[src/rtl/rf_bist.sv]
// Two-pass self-test initiator for a 2R/1W register file: writes PAT+i, reads back in pairs, then repeats with the complement.
// Optional RF_BIST_STOP_ON_ERR_EN ends the run at the first mismatching read pair.
module rf_bist #(
  parameter int            AW      = 5,
  parameter int            DW      = 32,
  parameter logic [DW-1:0] PAT     = 32'hA5A5_0000,
  parameter bit            R0_ZERO = 1'b1
) (
  input  logic          clk,
  input  logic          rst_n,
  input  logic          start,
  output logic          busy,
  output logic          done,
  output logic          pass,
  output logic [7:0]    err_cnt,
  output logic [AW-1:0] fail_addr,
  output logic          rf_we,
  output logic [AW-1:0] rf_rw,
  output logic [DW-1:0] rf_rd,
  output logic [AW-1:0] rf_ra,
  output logic [AW-1:0] rf_rb,
  input  logic [DW-1:0] rf_qa,
  input  logic [DW-1:0] rf_qb
);

  localparam int NREG  = 2**AW;
  localparam int NPAIR = NREG / 2;

  typedef enum logic [1:0] {S_IDLE, S_WR, S_RD, S_FIN} state_t;

  state_t        state_q, state_d;
  logic [AW-1:0] idx_q, idx_d;
  logic          pass_b_q, pass_b_d;
  logic          busy_q, busy_d;
  logic          done_q, done_d;
  logic          pass_q, pass_d;
  logic [7:0]    err_cnt_q, err_cnt_d;
  logic [AW-1:0] fail_addr_q, fail_addr_d;
  logic          rf_we_q, rf_we_d;
  logic [AW-1:0] rf_rw_q, rf_rw_d;
  logic [DW-1:0] rf_rd_q, rf_rd_d;
  logic [AW-1:0] rf_ra_q, rf_ra_d;
  logic [AW-1:0] rf_rb_q, rf_rb_d;

  logic          mis_a, mis_b, stop_err;
  logic [8:0]    err_sum;
  logic [AW-1:0] idx_nxt;

  function automatic logic [DW-1:0] pat_data(input logic inv, input logic [AW-1:0] a);
    logic [DW-1:0] v;
    v = PAT + DW'(a);
    return inv ? ~v : v;
  endfunction

  function automatic logic [DW-1:0] exp_data(input logic inv, input logic [AW-1:0] a);
    if (R0_ZERO && a == '0) return '0;
    return pat_data(inv, a);
  endfunction

  always_comb begin
    state_d     = state_q;
    idx_d       = idx_q;
    pass_b_d    = pass_b_q;
    busy_d      = busy_q;
    done_d      = 1'b0;
    pass_d      = pass_q;
    err_cnt_d   = err_cnt_q;
    fail_addr_d = fail_addr_q;
    rf_we_d     = 1'b0;
    rf_rw_d     = rf_rw_q;
    rf_rd_d     = rf_rd_q;
    rf_ra_d     = rf_ra_q;
    rf_rb_d     = rf_rb_q;
    idx_nxt     = idx_q + AW'(1);
    mis_a       = 1'b0;
    mis_b       = 1'b0;
    stop_err    = 1'b0;
    err_sum     = {1'b0, err_cnt_q};

    case (state_q)
      S_IDLE: begin
        if (start) begin
          state_d     = S_WR;
          idx_d       = '0;
          pass_b_d    = 1'b0;
          busy_d      = 1'b1;
          pass_d      = 1'b0;
          err_cnt_d   = '0;
          fail_addr_d = '0;
          rf_we_d     = 1'b1;
          rf_rw_d     = '0;
          rf_rd_d     = pat_data(1'b0, '0);
        end
      end
      S_WR: begin
        if (idx_q == AW'(NREG - 1)) begin
          state_d = S_RD;
          idx_d   = '0;
          rf_ra_d = AW'(0);
          rf_rb_d = AW'(1);
        end else begin
          idx_d   = idx_nxt;
          rf_we_d = 1'b1;
          rf_rw_d = idx_nxt;
          rf_rd_d = pat_data(pass_b_q, idx_nxt);
        end
      end
      S_RD: begin
        // Read data is combinational from the registered addresses, so compare this cycle.
        mis_a     = rf_qa != exp_data(pass_b_q, rf_ra_q);
        mis_b     = rf_qb != exp_data(pass_b_q, rf_rb_q);
        err_sum   = {1'b0, err_cnt_q} + 9'(mis_a) + 9'(mis_b);
        err_cnt_d = err_sum[8] ? 8'hFF : err_sum[7:0];
        if ((mis_a || mis_b) && err_cnt_q == 8'd0)
          fail_addr_d = mis_a ? rf_ra_q : rf_rb_q;
`ifdef RF_BIST_STOP_ON_ERR_EN
        stop_err = mis_a | mis_b;
`else
        stop_err = 1'b0;
`endif
        if (idx_q == AW'(NPAIR - 1) && !pass_b_q && !stop_err) begin
          state_d  = S_WR;
          pass_b_d = 1'b1;
          idx_d    = '0;
          rf_we_d  = 1'b1;
          rf_rw_d  = '0;
          rf_rd_d  = pat_data(1'b1, '0);
        end else if (idx_q == AW'(NPAIR - 1) || stop_err) begin
          state_d = S_FIN;
          busy_d  = 1'b0;
          done_d  = 1'b1;
          pass_d  = (err_cnt_d == 8'd0);
        end else begin
          idx_d   = idx_nxt;
          rf_ra_d = {idx_nxt[AW-2:0], 1'b0};
          rf_rb_d = {idx_nxt[AW-2:0], 1'b1};
        end
      end
      S_FIN: begin
        state_d = S_IDLE;
      end
      default: begin
        state_d = S_IDLE;
      end
    endcase
  end

  always_ff @(posedge clk) begin
    if (!rst_n) begin
      state_q     <= S_IDLE;
      idx_q       <= '0;
      pass_b_q    <= 1'b0;
      busy_q      <= 1'b0;
      done_q      <= 1'b0;
      pass_q      <= 1'b0;
      err_cnt_q   <= '0;
      fail_addr_q <= '0;
      rf_we_q     <= 1'b0;
      rf_rw_q     <= '0;
      rf_rd_q     <= '0;
      rf_ra_q     <= '0;
      rf_rb_q     <= '0;
    end else begin
      state_q     <= state_d;
      idx_q       <= idx_d;
      pass_b_q    <= pass_b_d;
      busy_q      <= busy_d;
      done_q      <= done_d;
      pass_q      <= pass_d;
      err_cnt_q   <= err_cnt_d;
      fail_addr_q <= fail_addr_d;
      rf_we_q     <= rf_we_d;
      rf_rw_q     <= rf_rw_d;
      rf_rd_q     <= rf_rd_d;
      rf_ra_q     <= rf_ra_d;
      rf_rb_q     <= rf_rb_d;
    end
  end

  assign busy      = busy_q;
  assign done      = done_q;
  assign pass      = pass_q;
  assign err_cnt   = err_cnt_q;
  assign fail_addr = fail_addr_q;
  assign rf_we     = rf_we_q;
  assign rf_rw     = rf_rw_q;
  assign rf_rd     = rf_rd_q;
  assign rf_ra     = rf_ra_q;
  assign rf_rb     = rf_rb_q;

endmodule

[config.mk]
export PLATFORM = sky130hd
export DESIGN_NAME = rf_bist
export DESIGN_NICKNAME = d
export VERILOG_FILES = /design/src/rtl/rf_bist.sv
export SDC_FILE = /design/constraint.sdc
export NUM_CORES = 1
export LEC_CHECK = 0
export CELL_PAD_IN_SITES_DETAIL_PLACEMENT = 1
export CELL_PAD_IN_SITES_GLOBAL_PLACEMENT = 2
export CORE_MARGIN = 2
export CORE_UTILIZATION = 21
export DETAILED_ROUTE_END_ITERATION = 8
export PLACE_DENSITY_LB_ADDON = 0.05
export SETUP_SLACK_MARGIN = 0.05
export SLEW_MARGIN = 40
export SYNTH_ARGS = -nofsm -noshare
export SYNTH_HDL_FRONTEND = slang
export SYNTH_SLANG_ARGS = --single-unit
[constraint.sdc]
create_clock -name clk -period 3.2 [get_ports clk]
set_clock_uncertainty 0.05 [all_clocks]
set_input_delay 0.32 -clock clk [delete_from_list [all_inputs] [get_ports clk]]
set_output_delay 0.32 -clock clk [all_outputs]
set_load 0.1 [all_outputs]
* After elaboration in Yosys (flattened, before gate mapping) *
Index checks and enable logic that the tools add are counted.

operators by class
  reductions and logical operators = 21
  bitwise operators = 5
  add/sub/neg operators = 6
  equal/unequal tests = 17
  multiplexer cells = 59

operator list
  cell                                            number
  2-to-1 mux 32 bit                               12
  adder 32 x 5 -> 32 bit (first input constant)   3
  NOT 32 bit                                      3
  case mux 32 bit (3 select lines)                1
  2-to-1 mux 5 bit                                14
  != test 32 bit                                  2
  case mux 5 bit (2 select lines)                 3
  case mux 5 bit (3 select lines)                 2
  logical NOT 8 bit                               2
  2-to-1 mux 8 bit                                2
  != test 2 bit (second input constant)           8
  case mux 8 bit (2 select lines)                 1
  2-to-1 mux 1 bit                                15
  AND reduction 3 bit                             4
  AND reduction 4 bit                             3
  logical NOT 5 bit                               2
  adder 8 x 1 -> 9 bit                            1
  adder 9 x 1 -> 9 bit                            1
  2-to-1 mux 2 bit                                4
  case mux 2 bit (4 select lines)                 1
  != test 3 bit (second input constant)           2
  case mux 1 bit (2 select lines)                 3
  adder 5 x 1 -> 5 bit (second input constant)    1
  == test 5 x 4 -> 1 bit (second input constant)  1
  other kinds (13)                                17

storage, ports and cells
  register bits = 72
  output and inout bits = 64

* Longest topological paths before layout *
  depth in word-level cells = 13
  gate-level depth with buffers = 17

* Worst setup path before layout *
OpenSTA, ideal clock, no wires.

  path type = reg-to-reg
  start point = register rf_ra_q[4] (netlist: rf_ra[4])
  end point = register pass_q (netlist: pass)
  setup slack = -0.800 ns
  stages on the path, launching flop included = 17
  arrival = 3.823 ns
  library setup time = 0.128 ns
  cell sequence = dfxtp_1 clkbuf_1 nor3_1 o21ai_0 xor2_1 a2111oi_0 nand4_1 inv_1 fa_1 inv_1 ha_1 and3_1 and3_1 o211ai_1 o21ai_0 a32oi_1 nor2_1

on the way
  longest elaborated chain between the ends = 13

RTL lines
  item                                                                RTL line  source
  start, declared                                                     42        logic [AW-1:0] rf_ra_q, rf_ra_d;
  start signal, assigned                                              175       rf_ra_q <= rf_ra_d;
  adder 32 x 5 -> 32 bit / logical NOT 5 bit (equally long branches)  51, 56
  NOT 32 bit / 2-to-1 mux 1 bit (equally long branches)               52, 56
  2-to-1 mux 32 bit / 2-to-1 mux 1 bit (equally long branches)        52, 80
  2-to-1 mux 32 bit *                                                 57        return pat_data(inv, a);
  2-to-1 mux 32 bit *                                                 80        case (state_q)
  != test 32 bit *                                                    110       mis_a = rf_qa != exp_data(pass_b_q, rf_ra_q);
  adder 8 x 1 -> 9 bit *                                              112       err_sum = {1'b0, err_cnt_q} + 9'(mis_a) + 9'(mis_b);
  adder 9 x 1 -> 9 bit *                                              112
  2-to-1 mux 8 bit *                                                  113       err_cnt_d = err_sum[8] ? 8'hFF : err_sum[7:0];
  logical NOT 8 bit *                                                 132       pass_d = (err_cnt_d == 8'd0);
  2-to-1 mux 1 bit *                                                  128       end else if (idx_q == AW'(NPAIR - 1) || stop_err) begin
  2-to-1 mux 1 bit *                                                  121       if (idx_q == AW'(NPAIR - 1) && !pass_b_q && !stop_err) begin
  case mux 1 bit (2 select lines) *                                   80
  end signal, assigned                                                169       pass_q <= pass_d;
  end, declared                                                       36        logic pass_q, pass_d;

Every way passes the cells marked *; elsewhere a longest branch is shown, timed or not. The select of a mux whose other input is x is not followed.
A chain may end at the register's enable or synchronous reset.

* Worst setup path in the final report *
Ends and elaborated chain as after synthesis.

==> results_tabular.tex <==
\begin{tabular}{lr}
\hline
Metric & Value \\
\hline
\multicolumn{2}{l}{\textbf{Global route}} \\
Overall Global Routing Usage & 0.148 \\
Remaining Overflow, GRT & 0 \\
Met1 track demand over resource & 0.190 \\
Initial antenna violation count & 0 \\
Via count of the first global-routing pass & between 3000 and 4000 \\
Global-route wire length before repair & a little under 20000 um \\
GR peak layer & met2 \\
Met3 global-route usage & 0.0253 \\
Met2 GRT Util & 0.263 \\
Maximum number of pins on one net before global-route repair & 37 \\
\multicolumn{2}{l}{\textbf{Routing}} \\
Iteration count of the initial detailed-routing pass & 4 \\
Vias per cell & 4.84 \\
Remaining number of nets flagged by the antenna check after routing & 0 \\
Wire per inst & roughly 16 um \\
Final wirelength & 12000 um \\
DRC viols & 0 \\
Vias after detailed routing & 3589 \\
Drt first-iter violations & 161 \\
\multicolumn{2}{l}{\textbf{Floorplan}} \\
Die Y & 126 um \\
Area enclosed by the die boundary & 16000 um2 \\
Initial Utilization & 0.215 \\
Horizontal die dimension & about 130 um \\
Floorplan row count & 44 \\
Number of top-level design ports & 131 \\
Core Area & roughly 15000 um2 \\
\multicolumn{2}{l}{\textbf{Synthesis}} \\
Cells after synthesis & 419 \\
Register bit total from synthesis & 42 \\
Main synth FF type & sky130\_fd\_sc\_hd\_\_dfxtp\_1 \\
Yosys cell types & 61 \\
Post-Synthesis Net Count & slightly below 500 \\
Number of flops mapped to enable cells by yosys & 0 \\
Count of synthesis-stage warnings from yosys & 0 \\
Average footprint of a synthesized cell & about 7.5 um2 \\
Fraction of the yosys area taken by sequential cells & 0.268 \\
Combined area of all synthesized cells & $\sim$3100 um2 \\
Share of async-settable or async-resettable flops after synthesis & 0 \\
\multicolumn{2}{l}{\textbf{Layout}} \\
Storage element area & 860 um2 \\
Combined area of the multi-input logic cells & 1990 um2 \\
Total of fill cells in the finished design & 1753 \\
Post-layout net count & 632 \\
Area delta synth->final & 53.5\% \\
Layout cell share with drive strength beyond 1 & 0.268 \\
Inserted Diodes & 0 \\
Fin util & 0.331 \\
Post-route cell area & 4820 um2 \\
\multicolumn{2}{l}{\textbf{STA}} \\
Total of endpoints with negative setup slack in the final report & 1 \\
Worst hold slack across all endpoints & 0.412 ns \\
Slew at the pin closest to its max-slew limit & 0.659 ns \\
Unrepaired setup endpoints after global routing & true \\
Final max-slew violation count & 0 \\
Highest Clock Rate & roughly 0.30 GHz \\
Post-route minimum period & 3.32 ns \\
Post-route fraction of the period consumed by the critical path & 1.04 \\
Hold Violations, Final & 0 \\
Post-layout worst setup margin & -0.120 ns \\
Worst rel slew slack & 0.561 \\
\multicolumn{2}{l}{\textbf{Hold path}} \\
Worst Hold Path Cells & 2 \\
Type of the most critical hold path & reg2reg \\
\multicolumn{2}{l}{\textbf{Clock network}} \\
CTS buffer count & 5 \\
CTS H-tree depth & 2 \\
Longest Clk Path Bufs & 2 \\
Clk sink count & between 40 and 50 \\
Library cell used as clock root buffer & sky130\_fd\_sc\_hd\_\_clkbuf\_16 \\
Quantity of hold-fixing buffers added after cts & 0 \\
Skew-Pair Late Insertion Delay & just under 0.3 ns \\
Clock-pin slew on the worst setup and hold paths & 0.06 ns \\
TritonCTS clock tree & yes \\
\multicolumn{2}{l}{\textbf{Critical path}} \\
Worst Setup End Kind & flop \\
Crit Path Class & reg2reg \\
Startpoint types & flop \\
Data arrival time of the critical path & 3.43 ns \\
Critical Path Fanout Max & 6 \\
Depth of the worst register-to-register path & 16 \\
Worst path required time & 3.31 ns \\
\multicolumn{2}{l}{\textbf{Placed design}} \\
Total half-perimeter wirelength after legalization and detailed placement & 9400 um \\
Area of placed instances & 4570 um2 \\
Placer congestion estimate & around 0.80 \\
Count of buffers from port buffering & 129 \\
\multicolumn{2}{l}{\textbf{Status}} \\
Status & complete, but fails checks \\
Violations in the final reports & negative setup slack \\
\multicolumn{2}{l}{\textbf{Run}} \\
Count of max-cap constraint violations & 0 \\
\multicolumn{2}{l}{\textbf{Power and ir drop}} \\
Power per Cell Area & about 430 nW/um2 \\
Max rail drop VDD & about 0.00028 V \\
Standby leakage power & roughly 0.0019 uW \\
\hline
\end{tabular}
==> final timing paths <==
| check | start | endpoint | slack [ns] |
|---|---|---|---|
| hold reg to reg | fail_addr[4] | fail_addr[4] | 0.41 |
| setup / recovery | rf_ra[4] | pass | -0.12 |
| hold / removal | fail_addr[4] | fail_addr[4] | 0.41 |
| setup reg to reg | rf_ra[4] | pass | -0.12 |
==> timing repair <==
action                                  CTS  global route
pin swaps                                 7             1
endpoints found under the setup margin    9             9
setup buffers                             3             0
hold endpoints to repair                  0             0
gates resized for setup                  12             2
==> cell type report <==
class / instances / share of cell area
repair buffers: 181 / 0.311
multi-input cells: 310 / 0.412
well taps: 184 / 0.0477
clock inverters: 3 / 0.0132
clock buffers: 5 / 0.0259
inverters: 16 / 0.0125
flip-flops and latches: 42 / 0.178
==> sequential cells by signal, indices dropped and copies added, names as in the netlist <==
| name | cells |
|---|---|
| rf_ra | 1 |
| err_cnt | 8 |
| state_q | 2 |
| rf_rw | 5 |
| fail_addr | 5 |
| pass | 1 |
| rf_we | 1 |
| done | 1 |
| rf_rb | 4 |
| pass_b_q | 1 |
| idx_q | 5 |
| busy | 1 |
| rf_rd | 7 |
==> critical path, cell delays in order, from the launching register on <==
cell                        delay (ns)
sky130_fd_sc_hd__dfxtp_4          0.35
sky130_fd_sc_hd__or4_4            0.61
sky130_fd_sc_hd__buf_6            0.17
sky130_fd_sc_hd__o22ai_4          0.15
sky130_fd_sc_hd__a221oi_2         0.09
sky130_fd_sc_hd__a2111oi_4        0.22
sky130_fd_sc_hd__nand4_2          0.17
sky130_fd_sc_hd__inv_2            0.10
sky130_fd_sc_hd__fa_2             0.21
sky130_fd_sc_hd__inv_1            0.05
sky130_fd_sc_hd__ha_2             0.17
sky130_fd_sc_hd__and3_4           0.18
sky130_fd_sc_hd__and3_4           0.18
sky130_fd_sc_hd__o211ai_1         0.15
sky130_fd_sc_hd__o21ai_1          0.09
sky130_fd_sc_hd__a32oi_1          0.19
sky130_fd_sc_hd__nor2_1           0.06
==> stage by stage <==
stage	total power, uW	setup WS, ns	cells	TNS [ns]
3_5_place_dp	1420	-0.612	731	-3.66
3_3_place_gp	1410	-0.399	731	-2.15
5_1_grt	2180	-0.285	741	-1.26
6_report	2060	-0.120	741	-0.120
4_1_cts	2100	-0.150	741	-0.187
2_1_floorplan	1160	-0.173	419	-0.470
==> synthesized netlist by cell type, drive strengths merged, types with 2 or more instances <==
| master | n | area (um2) |
|---|---|---|
| xnor2 | 5 | 43.8 |
| nand2 | 25 | 93.8 |
| nor3 | 17 | 85.1 |
| o22ai | 2 | 26.3 |
| ha | 8 | 100 |
| and3 | 6 | 37.5 |
| nand3 | 17 | 85.1 |
| a2111oi | 2 | 36.3 |
| nor4 | 18 | 113 |
| a22oi | 11 | 82.6 |
| a21o | 2 | 15.0 |
| nor4b | 3 | 26.3 |
| xor2 | 7 | 61.3 |
| o311ai | 3 | 26.3 |
| or4 | 3 | 26.3 |
| a211oi | 4 | 30.0 |
| nand3b | 2 | 15.0 |
| o21a | 3 | 22.5 |
| nor2 | 45 | 169 |
| or3 | 3 | 18.8 |
| buf | 33 | 246 |
| a221oi | 2 | 23.8 |
| a31oi | 4 | 25.0 |
| a21oi | 41 | 205 |
| nand2b | 9 | 56.3 |
| nand4 | 19 | 125 |
| inv | 15 | 56.3 |
| nor3b | 5 | 37.5 |
| clkbuf | 18 | 67.6 |
| o21ai | 19 | 98.8 |
| o211ai | 3 | 36.3 |
| dfxtp | 42 | 841 |
| mux2i | 7 | 70.1 |
==> routing by layer <==
metal | part of all wire | wire, um
met1 | 0.47 | 5580
met2 | 0.49 | 5830
met4 | 0.0085 | 102
met5 | 0 | 0
met3 | 0.038 | 459
==> cells by family after synthesis <==
logic type	Yosys count	synth area share
AND/OR/NAND/NOR	174	0.287
AO/OA/AOI/OAI	107	0.232
buffers and inverters	67	0.119
flip-flops	42	0.268
XOR/XNOR	12	0.0334
adder cells (fa/ha/maj)	9	0.0382
multiplexers	7	0.0223
other	1	0.00119
==> where the power goes <==
part / switching (uW) / total [uW] / internal (uW)
logic: 553 / 827 / 275
clock network: 216 / 661 / 445
registers: 32.1 / 574 / 542
==> placed cells by master, fill, tap and decap left out, types with 5 or more instances in the layout <==
master and n:
sky130_fd_sc_hd__a21oi_1 41, sky130_fd_sc_hd__a22oi_1 11, sky130_fd_sc_hd__nand2_1 25, sky130_fd_sc_hd__buf_2 13, sky130_fd_sc_hd__nor4_1 16, sky130_fd_sc_hd__ha_1 7
sky130_fd_sc_hd__xor2_1 7, sky130_fd_sc_hd__nor3b_1 5, sky130_fd_sc_hd__nand2b_1 9, sky130_fd_sc_hd__clkbuf_16 5, sky130_fd_sc_hd__dfxtp_4 5, sky130_fd_sc_hd__dfxtp_1 37
sky130_fd_sc_hd__nand3_1 15, sky130_fd_sc_hd__xnor2_1 5, sky130_fd_sc_hd__o21ai_1 6, sky130_fd_sc_hd__inv_1 11, sky130_fd_sc_hd__buf_4 100, sky130_fd_sc_hd__mux2i_1 6
sky130_fd_sc_hd__clkdlybuf4s50_1 66, sky130_fd_sc_hd__nor3_1 17, sky130_fd_sc_hd__o21ai_0 12, sky130_fd_sc_hd__nand4_1 18, sky130_fd_sc_hd__nor2_1 45
Note: power is estimated with default switching activity, not from simulation.
